--- src/rtl/exec_iter.sv ---
// Execution unit: ALU ops in one cycle, MUL/DIVU/REMU iterate one bit per cycle.
// Latency: 1 cycle for single-cycle ops and NOP, WORD cycles for MUL/DIVU/REMU.
// Backpressure: stall_o is high for the whole BUSY period; flush_i kills in-flight work.
module exec_iter #(
    parameter int WORD     = 16,
    parameter int W_RD     = 3,
    parameter int W_STATUS = 4
) (
    input  logic                clk,
    input  logic                rst,
    input  logic                v_i,
    output logic                stall_o,
    input  logic [3:0]          opc_i,
    input  logic [WORD-1:0]     src_i,
    input  logic [WORD-1:0]     dest_i,
    input  logic                wb_i,
    input  logic [W_RD-1:0]     rd_num_i,
    input  logic                flush_i,
    output logic                v_o,
    output logic                wb_o,
    output logic [W_RD-1:0]     rd_num_o,
    output logic [WORD-1:0]     rd_data_o,
    output logic [W_STATUS-1:0] status_o
);

    localparam int SH_W = $clog2(WORD);

    localparam logic [3:0] OP_ADD  = 4'd0;
    localparam logic [3:0] OP_SUB  = 4'd1;
    localparam logic [3:0] OP_AND  = 4'd2;
    localparam logic [3:0] OP_OR   = 4'd3;
    localparam logic [3:0] OP_XOR  = 4'd4;
    localparam logic [3:0] OP_SHL  = 4'd5;
    localparam logic [3:0] OP_SHR  = 4'd6;
    localparam logic [3:0] OP_SAR  = 4'd7;
    localparam logic [3:0] OP_MUL  = 4'd8;
    localparam logic [3:0] OP_DIVU = 4'd9;
    localparam logic [3:0] OP_REMU = 4'd10;
    localparam logic [3:0] OP_PASS = 4'd11;

    typedef enum logic {IDLE, BUSY} state_t;

    state_t            state_q, state_d;
    logic              accept;
    logic              done;
    logic              in_multi;
    logic              in_nop;

    logic [SH_W-1:0]   cnt_q;
    logic [3:0]        opc_q;
    logic              wb_q;
    logic [W_RD-1:0]   rd_q;
    // MUL: acc_hi = partial product high half, acc_lo = multiplier shifting out, opnd = multiplicand.
    // DIV: acc_hi = partial remainder, acc_lo = dividend shifting out / quotient shifting in, opnd = divisor.
    logic [WORD-1:0]   acc_hi_q, acc_lo_q, opnd_q;
    logic [WORD-1:0]   hi_nxt, lo_nxt;
    logic [WORD:0]     mul_sum, div_shift, div_diff;
    logic              div_ge;

    logic [WORD-1:0]   m_res;
    logic              m_c, m_v;

    logic [SH_W-1:0]   sh;
    logic [WORD:0]     sum_w, diff_w, shl_w, shr_w, sar_w;
    logic [WORD-1:0]   alu_res;
    logic              alu_c, alu_v;

    assign in_multi = (opc_i == OP_MUL) || (opc_i == OP_DIVU) || (opc_i == OP_REMU);
    assign in_nop   = (opc_i[3:2] == 2'b11);
    assign sh       = src_i[SH_W-1:0];

    // Next-state logic; flush wins over completion, and blocks acceptance.
    always_comb begin
        state_d = state_q;
        done    = 1'b0;
        stall_o = (state_q == BUSY);
        accept  = v_i && (state_q == IDLE) && !flush_i;
        case (state_q)
            IDLE: begin
                if (accept && in_multi) state_d = BUSY;
            end
            BUSY: begin
                if (flush_i) begin
                    state_d = IDLE;
                end else if (cnt_q == '0) begin
                    state_d = IDLE;
                    done    = 1'b1;
                end
            end
            default: state_d = IDLE;
        endcase
    end

    // FSM state register.
    always_ff @(posedge clk or negedge rst) begin
        if (!rst) state_q <= IDLE;
        else      state_q <= state_d;
    end

    // One iteration step: shift-add for MUL, restoring subtract for DIVU/REMU.
    // With a zero divisor every compare succeeds, so the quotient fills with ones
    // and the dividend bits pass straight into the remainder, giving A.
    always_comb begin
        mul_sum   = {1'b0, acc_hi_q} + (acc_lo_q[0] ? {1'b0, opnd_q} : {(WORD+1){1'b0}});
        div_shift = {acc_hi_q, acc_lo_q[WORD-1]};
        div_diff  = div_shift - {1'b0, opnd_q};
        div_ge    = (div_shift >= {1'b0, opnd_q});
        if (opc_q == OP_MUL) begin
            {hi_nxt, lo_nxt} = {mul_sum, acc_lo_q[WORD-1:1]};
        end else begin
            hi_nxt = div_ge ? div_diff[WORD-1:0] : div_shift[WORD-1:0];
            lo_nxt = {acc_lo_q[WORD-2:0], div_ge};
        end
        m_res = (opc_q == OP_REMU) ? hi_nxt : lo_nxt;
        m_c   = (opc_q == OP_MUL) && (hi_nxt != '0);
        m_v   = (opc_q != OP_MUL) && (opnd_q == '0);
    end

    // Iterative datapath: load on multi-cycle accept, step every BUSY cycle.
    always_ff @(posedge clk or negedge rst) begin
        if (!rst) begin
            cnt_q    <= '0;
            opc_q    <= '0;
            wb_q     <= 1'b0;
            rd_q     <= '0;
            acc_hi_q <= '0;
            acc_lo_q <= '0;
            opnd_q   <= '0;
        end else if (accept && in_multi) begin
            cnt_q    <= SH_W'(WORD - 1);
            opc_q    <= opc_i;
            wb_q     <= wb_i;
            rd_q     <= rd_num_i;
            acc_hi_q <= '0;
            acc_lo_q <= (opc_i == OP_MUL) ? src_i : dest_i;
            opnd_q   <= (opc_i == OP_MUL) ? dest_i : src_i;
        end else if (state_q == BUSY) begin
            acc_hi_q <= hi_nxt;
            acc_lo_q <= lo_nxt;
            if (cnt_q != '0) cnt_q <= cnt_q - 1'b1;
        end
    end

    // Single-cycle ALU; shifts run one bit wide so the bit shifted out lands in the spare bit.
    always_comb begin
        sum_w   = {1'b0, dest_i} + {1'b0, src_i};
        diff_w  = {1'b0, dest_i} - {1'b0, src_i};
        shl_w   = {1'b0, dest_i} << sh;
        shr_w   = {dest_i, 1'b0} >> sh;
        sar_w   = $signed({dest_i, 1'b0}) >>> sh;
        alu_res = '0;
        alu_c   = 1'b0;
        alu_v   = 1'b0;
        case (opc_i)
            OP_ADD: begin
                alu_res = sum_w[WORD-1:0];
                alu_c   = sum_w[WORD];
                alu_v   = (dest_i[WORD-1] == src_i[WORD-1]) && (alu_res[WORD-1] != dest_i[WORD-1]);
            end
            OP_SUB: begin
                alu_res = diff_w[WORD-1:0];
                alu_c   = diff_w[WORD];
                alu_v   = (dest_i[WORD-1] != src_i[WORD-1]) && (alu_res[WORD-1] != dest_i[WORD-1]);
            end
            OP_AND:  alu_res = dest_i & src_i;
            OP_OR:   alu_res = dest_i | src_i;
            OP_XOR:  alu_res = dest_i ^ src_i;
            OP_SHL:  {alu_c, alu_res} = shl_w;
            OP_SHR:  {alu_res, alu_c} = shr_w;
            OP_SAR:  {alu_res, alu_c} = sar_w;
            OP_PASS: alu_res = src_i;
            default: alu_res = '0;
        endcase
    end

    // Result registers: pulse v_o/wb_o, hold data and status between pulses.
    always_ff @(posedge clk or negedge rst) begin
        if (!rst) begin
            v_o       <= 1'b0;
            wb_o      <= 1'b0;
            rd_num_o  <= '0;
            rd_data_o <= '0;
            status_o  <= '0;
        end else begin
            v_o  <= 1'b0;
            wb_o <= 1'b0;
            if (accept && !in_multi) begin
                v_o <= 1'b1;
                if (!in_nop) begin
                    wb_o      <= wb_i;
                    rd_num_o  <= rd_num_i;
                    rd_data_o <= alu_res;
                    status_o  <= {(alu_res == '0), alu_res[WORD-1], alu_c, alu_v};
                end
            end else if (done) begin
                v_o       <= 1'b1;
                wb_o      <= wb_q;
                rd_num_o  <= rd_q;
                rd_data_o <= m_res;
                status_o  <= {(m_res == '0), m_res[WORD-1], m_c, m_v};
            end
        end
    end

endmodule

--- config.mk ---
export PLATFORM = sky130hd
export DESIGN_NAME = exec_iter
export DESIGN_NICKNAME = d
export VERILOG_FILES = /design/src/rtl/exec_iter.sv
export SDC_FILE = /design/constraint.sdc
export NUM_CORES = 1
export LEC_CHECK = 0
export CORE_MARGIN = 2
export CORE_UTILIZATION = 30
export CTS_CLUSTER_DIAMETER = 120
export DETAILED_ROUTE_END_ITERATION = 10
export GPL_TIMING_DRIVEN = 1
export PLACE_DENSITY_LB_ADDON = 0.08
export SKIP_LAST_GASP = 1
export SLEW_MARGIN = 5
export SYNTH_ARGS = -nofsm -noshare
export SYNTH_HDL_FRONTEND = slang
export SYNTH_SLANG_ARGS = --single-unit
--- constraint.sdc ---
create_clock -name clk -period 4.5 [get_ports clk]
set_input_delay 0.675 -clock clk [delete_from_list [all_inputs] [get_ports clk]]
set_output_delay 0.675 -clock clk [all_outputs]
set_load 0.005 [all_outputs]
After elaboration in Yosys (flattened, before gate mapping)
Index checks and enable logic that the tools add are counted.
{"block": "totals", "wordCells": 108, "out_inout_bits": 26, "n_memories": 0, "latch_bits": 0, "inputBits": 44, "ff_bits": 86, "ramBits": 0, "romBits": 0}
{"block": "op_classes", "magnitude_cmp": 1, "mux": 38, "bitwise": 4, "shifts": 3, "reduce_logical": 24, "mul": 0, "eq_ne": 20, "div_mod_pow": 0, "add_sub_neg": 5}
{"operator": "16-bit 2-to-1 mux", "n": 14}
{"operator": "16-bit case mux with 9 select lines", "n": 1}
{"operator": "16-bit logical NOT", "n": 3}
{"operator": "16-bit by 16-bit adder with 17-bit output", "n": 2}
{"operator": "4-bit equality test, second input constant", "n": 6}
{"operator": "4-bit 2-to-1 mux", "n": 6}
{"operator": "17-bit by 16-bit greater-or-equal comparator with 1-bit output", "n": 1}
{"operator": "16-bit by 4-bit left shift with 17-bit output", "n": 1}
{"operator": "17-bit by 4-bit >> shifter with 17-bit output", "n": 1}
{"operator": "17-bit by 4-bit >>> shifter with 17-bit output", "n": 1}
{"operator": "16-bit by 16-bit subtractor with 17-bit output", "n": 1}
{"operator": "16-bit bitwise AND", "n": 1}
{"operator": "4-bit by 3-bit equality test with 1-bit output, second input constant", "n": 4}
{"operator": "16-bit OR", "n": 1}
{"operator": "16-bit nonzero test", "n": 1}
{"operator": "16-bit subtractor", "n": 1}
{"operator": "16-bit XOR", "n": 1}
{"operator": "1-bit 2-to-1 mux", "n": 11}
{"operator": "3-bit 2-to-1 mux", "n": 3}
{"operator": "4-bit by 2-bit equality test with 1-bit output, second input constant", "n": 2}
{"operator": "1-bit logical AND", "n": 8}
{"operator": "4-bit logical NOT", "n": 2}
{"operator": "2-bit nonzero test", "n": 3}
{"operator": "1-bit case mux with 5 select lines", "n": 1}
{"operator": "13 further kinds", "n": 19}

Depth between registers and ports, before layout
{"block": "logic_depth", "depth_word": 7, "depth_mapped": 15, "mapped_depth_nobuf": 14}

Worst setup path after synthesis
Ideal clock, no wire load.
{"block": "synth_path", "path_kind": "input port to flip-flop", "from": "in src_i[2]", "to": "reg status_o[3]", "arrival_ps": 3935, "slack_ps": 469, "setup_ps": 95, "path_buffers": 2, "path_stages": 13, "path_cell_list": "clkbuf_1 > clkinv_1 > clkbuf_1 > ha_1 > inv_1 > o221ai_1 > a21oi_1 > or3_1 > a221oi_2 > o21ai_0 > or4_1 > nand4bb_1 > o31ai_1"}
{"block": "synth_via", "elab_chain_cells": 5}
{"element": "start: declaration", "line": "14", "text": "input logic [WORD-1:0] src_i,"}
{"element": "16-bit by 16-bit subtractor with 17-bit output, or another cell as far along", "line": "147", "text": "diff_w = {1'b0, dest_i} - {1'b0, src_i};"}
{"element": "16-bit case mux with 9 select lines (*)", "line": "154", "text": "case (opc_i)"}
{"element": "16-bit logical NOT (*)", "line": "193", "text": "status_o <= {(alu_res == '0), alu_res[WORD-1], alu_c, alu_v};"}
{"element": "4-bit 2-to-1 mux (*)", "line": "189", "text": "if (!in_nop) begin"}
{"element": "4-bit 2-to-1 mux (*)", "line": "187", "text": "if (accept && !in_multi) begin"}
{"element": "end signal: assignment", "line": "193"}
{"element": "end signal: assignment", "line": "200", "text": "status_o <= {(m_res == '0), m_res[WORD-1], m_c, m_v};"}
{"element": "end: declaration", "line": "23", "text": "output logic [W_STATUS-1:0] status_o"}
Mark *: on every way between the ends. The rest lies on a longest branch, timed or not. The select of a mux whose other input is x is not followed.
A chain may end at the register's enable or synchronous reset.

Worst setup path after layout
{"block": "layout_path", "from": "reg opnd_q[9]", "to": "reg status_o[1]"}
{"block": "layout_via", "elab_chain_cells": 7}
{"element": "start: declaration", "line": "55", "text": "logic [WORD-1:0] acc_hi_q, acc_lo_q, opnd_q;"}
{"element": "start signal: assignment", "line": "136", "text": "opnd_q <= (opc_i == OP_MUL) ? dest_i : src_i;"}
{"element": "16-bit 2-to-1 mux, or another cell as far along", "line": "104", "text": "mul_sum = {1'b0, acc_hi_q} + (acc_lo_q[0] ? {1'b0, opnd_q} : {(WORD+1){1'b0}});"}
{"element": "16-bit by 16-bit adder with 17-bit output / 16-bit 2-to-1 mux (equally long branches)", "line": "104, 111"}
{"element": "16-bit 2-to-1 mux (*)", "line": "108", "text": "if (opc_q == OP_MUL) begin"}
{"element": "16-bit nonzero test (*)", "line": "115", "text": "m_c = (opc_q == OP_MUL) && (hi_nxt != '0);"}
{"element": "1-bit logical AND (*)", "line": "115"}
{"element": "4-bit 2-to-1 mux (*)", "line": "195", "text": "end else if (done) begin"}
{"element": "4-bit 2-to-1 mux (*)", "line": "187"}
Marks and branches as above.

==> results.sh <==
export IMPL_outcome="complete, no violations"
export IMPL_ys_ff_latch=85
export IMPL_syn_avg_cell_area_sq_um=7.46
export IMPL_reg2reg_depth=13
export IMPL_gpl_final_weighted_congestion=0.969
export IMPL_syn_inst=1411
export IMPL_final_antenna_net_count=0
export IMPL_drive_gt1_share_pct=12.3
export IMPL_dp_hpwl_um=37500
export IMPL_p_seq_share_pct=22.2
export IMPL_clk_path_buf_depth=2
export IMPL_worst_r2r_endpoint="status_o[1]$_DFFE_PN0P_"
export IMPL_worst_pin_slew_ns=1.11
export IMPL_viasPerCell=5.75
export IMPL_r2r_slack_ns=0.28
export IMPL_ctsHoldBuffers=0
export IMPL_period_share_pct=93.8
export IMPL_end_kind="register"
export IMPL_fillers=3714
export IMPL_ir_worst_vdd_v=0.000199
export IMPL_cts_sinks=85
export IMPL_hold_violations=0
export IMPL_cts_tree="yes"
export IMPL_finalSetupViolations=0
export IMPL_synth_nets=1541
export IMPL_slew_violations=0
export IMPL_intPower_w=0.00298
export IMPL_dp_slack_ns=0.0336
export IMPL_fp_coreArea_sq_um=34500
export IMPL_yosys_top_cells_count="nand2_1 (193), o21ai_0 (120), a21oi_1 (113)"
export IMPL_yosysMostFrequentCell="nand2_1"
export IMPL_criticalPathCategory="reg2reg"
export IMPL_path_depth=13
export IMPL_area_delta_synth_final_pct=19.5
export IMPL_ys_flop_type="dfrtp_1"
export IMPL_fmax_ghz=0.237
export IMPL_cts_root_buf="clkbuf_16"
export IMPL_rsz0062_at_grt="no"
export IMPL_synth_warnings=0
export IMPL_crit_fanout=14
export IMPL_slowest_delay_ns=0.58
export IMPL_critPathArrivalTime_ns=4.45
export IMPL_async_flop_share_pct=100
export IMPL_overflow=0
export IMPL_clkPwrFrac_pct=12.7
export IMPL_clk_pin_slew_ns=0.07
export IMPL_cts_buffers=9
export IMPL_r2r_start="opnd_q[9]$_DFFE_PN0P_"
export IMPL_die_w_um=191
export IMPL_synth_top_cell_area_share_pct=20.2
export IMPL_synth_edff_count=0
export IMPL_dieArea_sq_um=36600
export IMPL_grt_usage_pct=26.0
export IMPL_synthTopCellsByArea="dfrtp_1 (20%), ha_1 (9.7%), nand2_1 (6.9%)"
export IMPL_swShare_pct=48.3
export IMPL_cap_violations=0
export IMPL_critPathBufInv=3
export IMPL_post_cts_setup_buffers=0
export IMPL_layout_nets=1636
export IMPL_p_switching_w=0.00278
export IMPL_num_rows=68
export IMPL_synthDistinctLibCells=79
export IMPL_p_leak_nw=5.36
export IMPL_ys_seq_area_share_pct=20.2
export IMPL_routed_wl_um=47300
export IMPL_grt_pass1_vias=11000
export IMPL_finalSetupTns_ns=0
export IMPL_port_buffers=69
export IMPL_dr_pass1_iters=5
export IMPL_relSlewSlack_pct=26.3
export IMPL_synth_top_area_cell="dfrtp_1"
export IMPL_combPwrFrac_pct=65.1
export IMPL_cpMostUsedCell="nand4_1"
export IMPL_avgRoutedWirePerCell_um=24.0
export IMPL_grt_pass1_wl_um=71000
export IMPL_worstSetupStartpointType="register"
export IMPL_cp_required_ns=4.73
export IMPL_synth_area_sq_um=10500
export IMPL_start_util_pct=30.5
export IMPL_clock_skew_ns=0.00928
export IMPL_grt_max_degree=69
export IMPL_pin_count=70
export IMPL_antenna_found_initial=4
export IMPL_slowest_stage="or4_4"
export IMPL_route_detailed_drc=0
export IMPL_cts_resized=0
export IMPL_drt_iter0_drc=1024
export IMPL_setup_ws_ns=0.280
export IMPL_cp_cell_sequence="inv_1, ha_1, nand4_1, or4_4, a41oi_2, buf_12, mux2i_1, nand4_1, a221o_1, or4_1, nor4_2, buf_4, o221ai_1"
export IMPL_insertion_delay_ns=0.36
export IMPL_num_vias=11300
export IMPL_crit_path_end="status_o[1]$_DFFE_PN0P_"
export IMPL_path_delay_family="simple AND/OR/NAND/NOR gates"
export IMPL_power_per_cell_area_nw_per_um2=458
export IMPL_min_period_ns=4.22
export IMPL_die_h_um=191
export IMPL_hp_class="in2async"
export IMPL_htreeDepth=3
export IMPL_startpoint="opnd_q[9]$_DFFE_PN0P_"
==> final cells by class <==
class                   instances  area, sq um  area share, %
diodes                          1         2.50         0.0199
clock buffers                  10          229           1.82
clock inverters                 6         47.5          0.378
inverters                      75          282           2.24
multi-input cells            1151         7760           61.7
flip-flops and latches         85         2130           16.9
well taps                     455          569           4.52
repair buffers                184         1570           12.4
==> cells by family (layout without fill, tap and decap cells) <==
family                   Yosys count  count (layout)  synth area share, %
flip-flops                        85              85                 20.2
buffers and inverters            175             275                 6.54
adder cells (fa/ha/maj)           86              86                 10.5
XOR/XNOR                          28              28                 2.33
other                              0               1                    0
multiplexers                      73              73                 9.42
AND/OR/NAND/NOR                  492             492                 21.9
AO/OA/AOI/OAI                    472             472                 29.1
==> metrics by stage <==
stage                     utilization, %  total power [W]  std cells  instance area [sq um]  hold WS, ns
after floorplan                        -          0.00358       1411                  10500        0.379
after global placement              35.6          0.00501       1950                  12300        0.458
after detailed placement            35.6          0.00501       1950                  12300        0.463
after CTS                           36.4          0.00577       1966                  12600        0.393
after global routing                36.4          0.00625       1966                  12600        0.391
final                               36.4          0.00576       1967                  12600        0.341
==> placed cells by master (no fill, tap or decap), types with 8 or more instances in the layout <==
master / n
or3_1: 17
o211ai_1: 39
buf_4: 114
nor4_1: 13
nor2_1: 105
mux2i_1: 44
a221oi_1: 11
o21a_1: 16
ha_1: 82
o21ai_0: 120
a22oi_1: 8
xor2_1: 9
nand2b_1: 11
xnor2_1: 19
a21o_1: 18
and3_1: 11
o221ai_1: 10
nor3_1: 26
clkdlybuf4s50_1: 66
mux2_2: 9
o21bai_1: 9
inv_1: 72
a221o_1: 8
dfrtp_1: 84
a21oi_1: 112
nand2_1: 193
o22ai_1: 10
and2_1: 25
nand3_1: 46
mux4_2: 20
clkbuf_16: 9
a31oi_1: 16
a211oi_1: 30
==> power groups by stage <==
stage	clock, W	sequential (W)	combinational [W]
5_1_grt	0.000789	0.00132	0.00415
2_1_floorplan	0	0.00121	0.00237
6_report	0.000731	0.00128	0.00375
4_1_cts	0.000757	0.00128	0.00374
3_5_place_dp	0	0.00129	0.00371
3_3_place_gp	0	0.00129	0.00372
==> worst min path at each step <==
stage	startpoint	end	slack (ns)	cells after the start
2_1_floorplan	rst	acc_hi_q[0]$_DFFE_PN0P_	0.38	0
3_3_place_gp	rd_q[0]$_DFFE_PN0P_	rd_q[0]$_DFFE_PN0P_	0.46	2
3_5_place_dp	rd_q[1]$_DFFE_PN0P_	rd_q[1]$_DFFE_PN0P_	0.46	2
4_1_cts	rst	acc_hi_q[10]$_DFFE_PN0P_	0.39	1
5_1_grt	rst	acc_hi_q[6]$_DFFE_PN0P_	0.39	1
6_report	rst	acc_hi_q[6]$_DFFE_PN0P_	0.34	1
==> worst register-to-register path, stage by stage, from the launching register on <==
cell and delay, ns:
dfrtp_1 0.39, inv_1 0.12, ha_1 0.39, nand4_1 0.18, or4_4 0.58, a41oi_2 0.37, buf_12 0.21, mux2i_1 0.29
nand4_1 0.14, a221o_1 0.38, or4_1 0.54, nor4_2 0.21, buf_4 0.18, o221ai_1 0.11
==> routing by layer <==
| layer | part of all wire, % | vias up | GRT usage, % |
|---|---|---|---|
| li1 | - | 5376 | - |
| met1 | 44 | 5464 | 34.5 |
| met2 | 46 | 402 | 42.7 |
| met3 | 4.9 | 75 | 2.81 |
| met4 | 4.7 | 0 | 11.5 |
| met5 | 0 | - | 0 |
==> state kept, by name, indices dropped and copies added, names as in the netlist <==
name	flops
acc_hi_q	16
acc_lo_q	16
opnd_q	16
rd_data_o	15
cnt_q	4
opc_q	4
status_o	4
rd_num_o	3
rd_q	3
stall_o	1
v_o	1
wb_o	1
wb_q	1
Power figures use the tool's default switching activity.
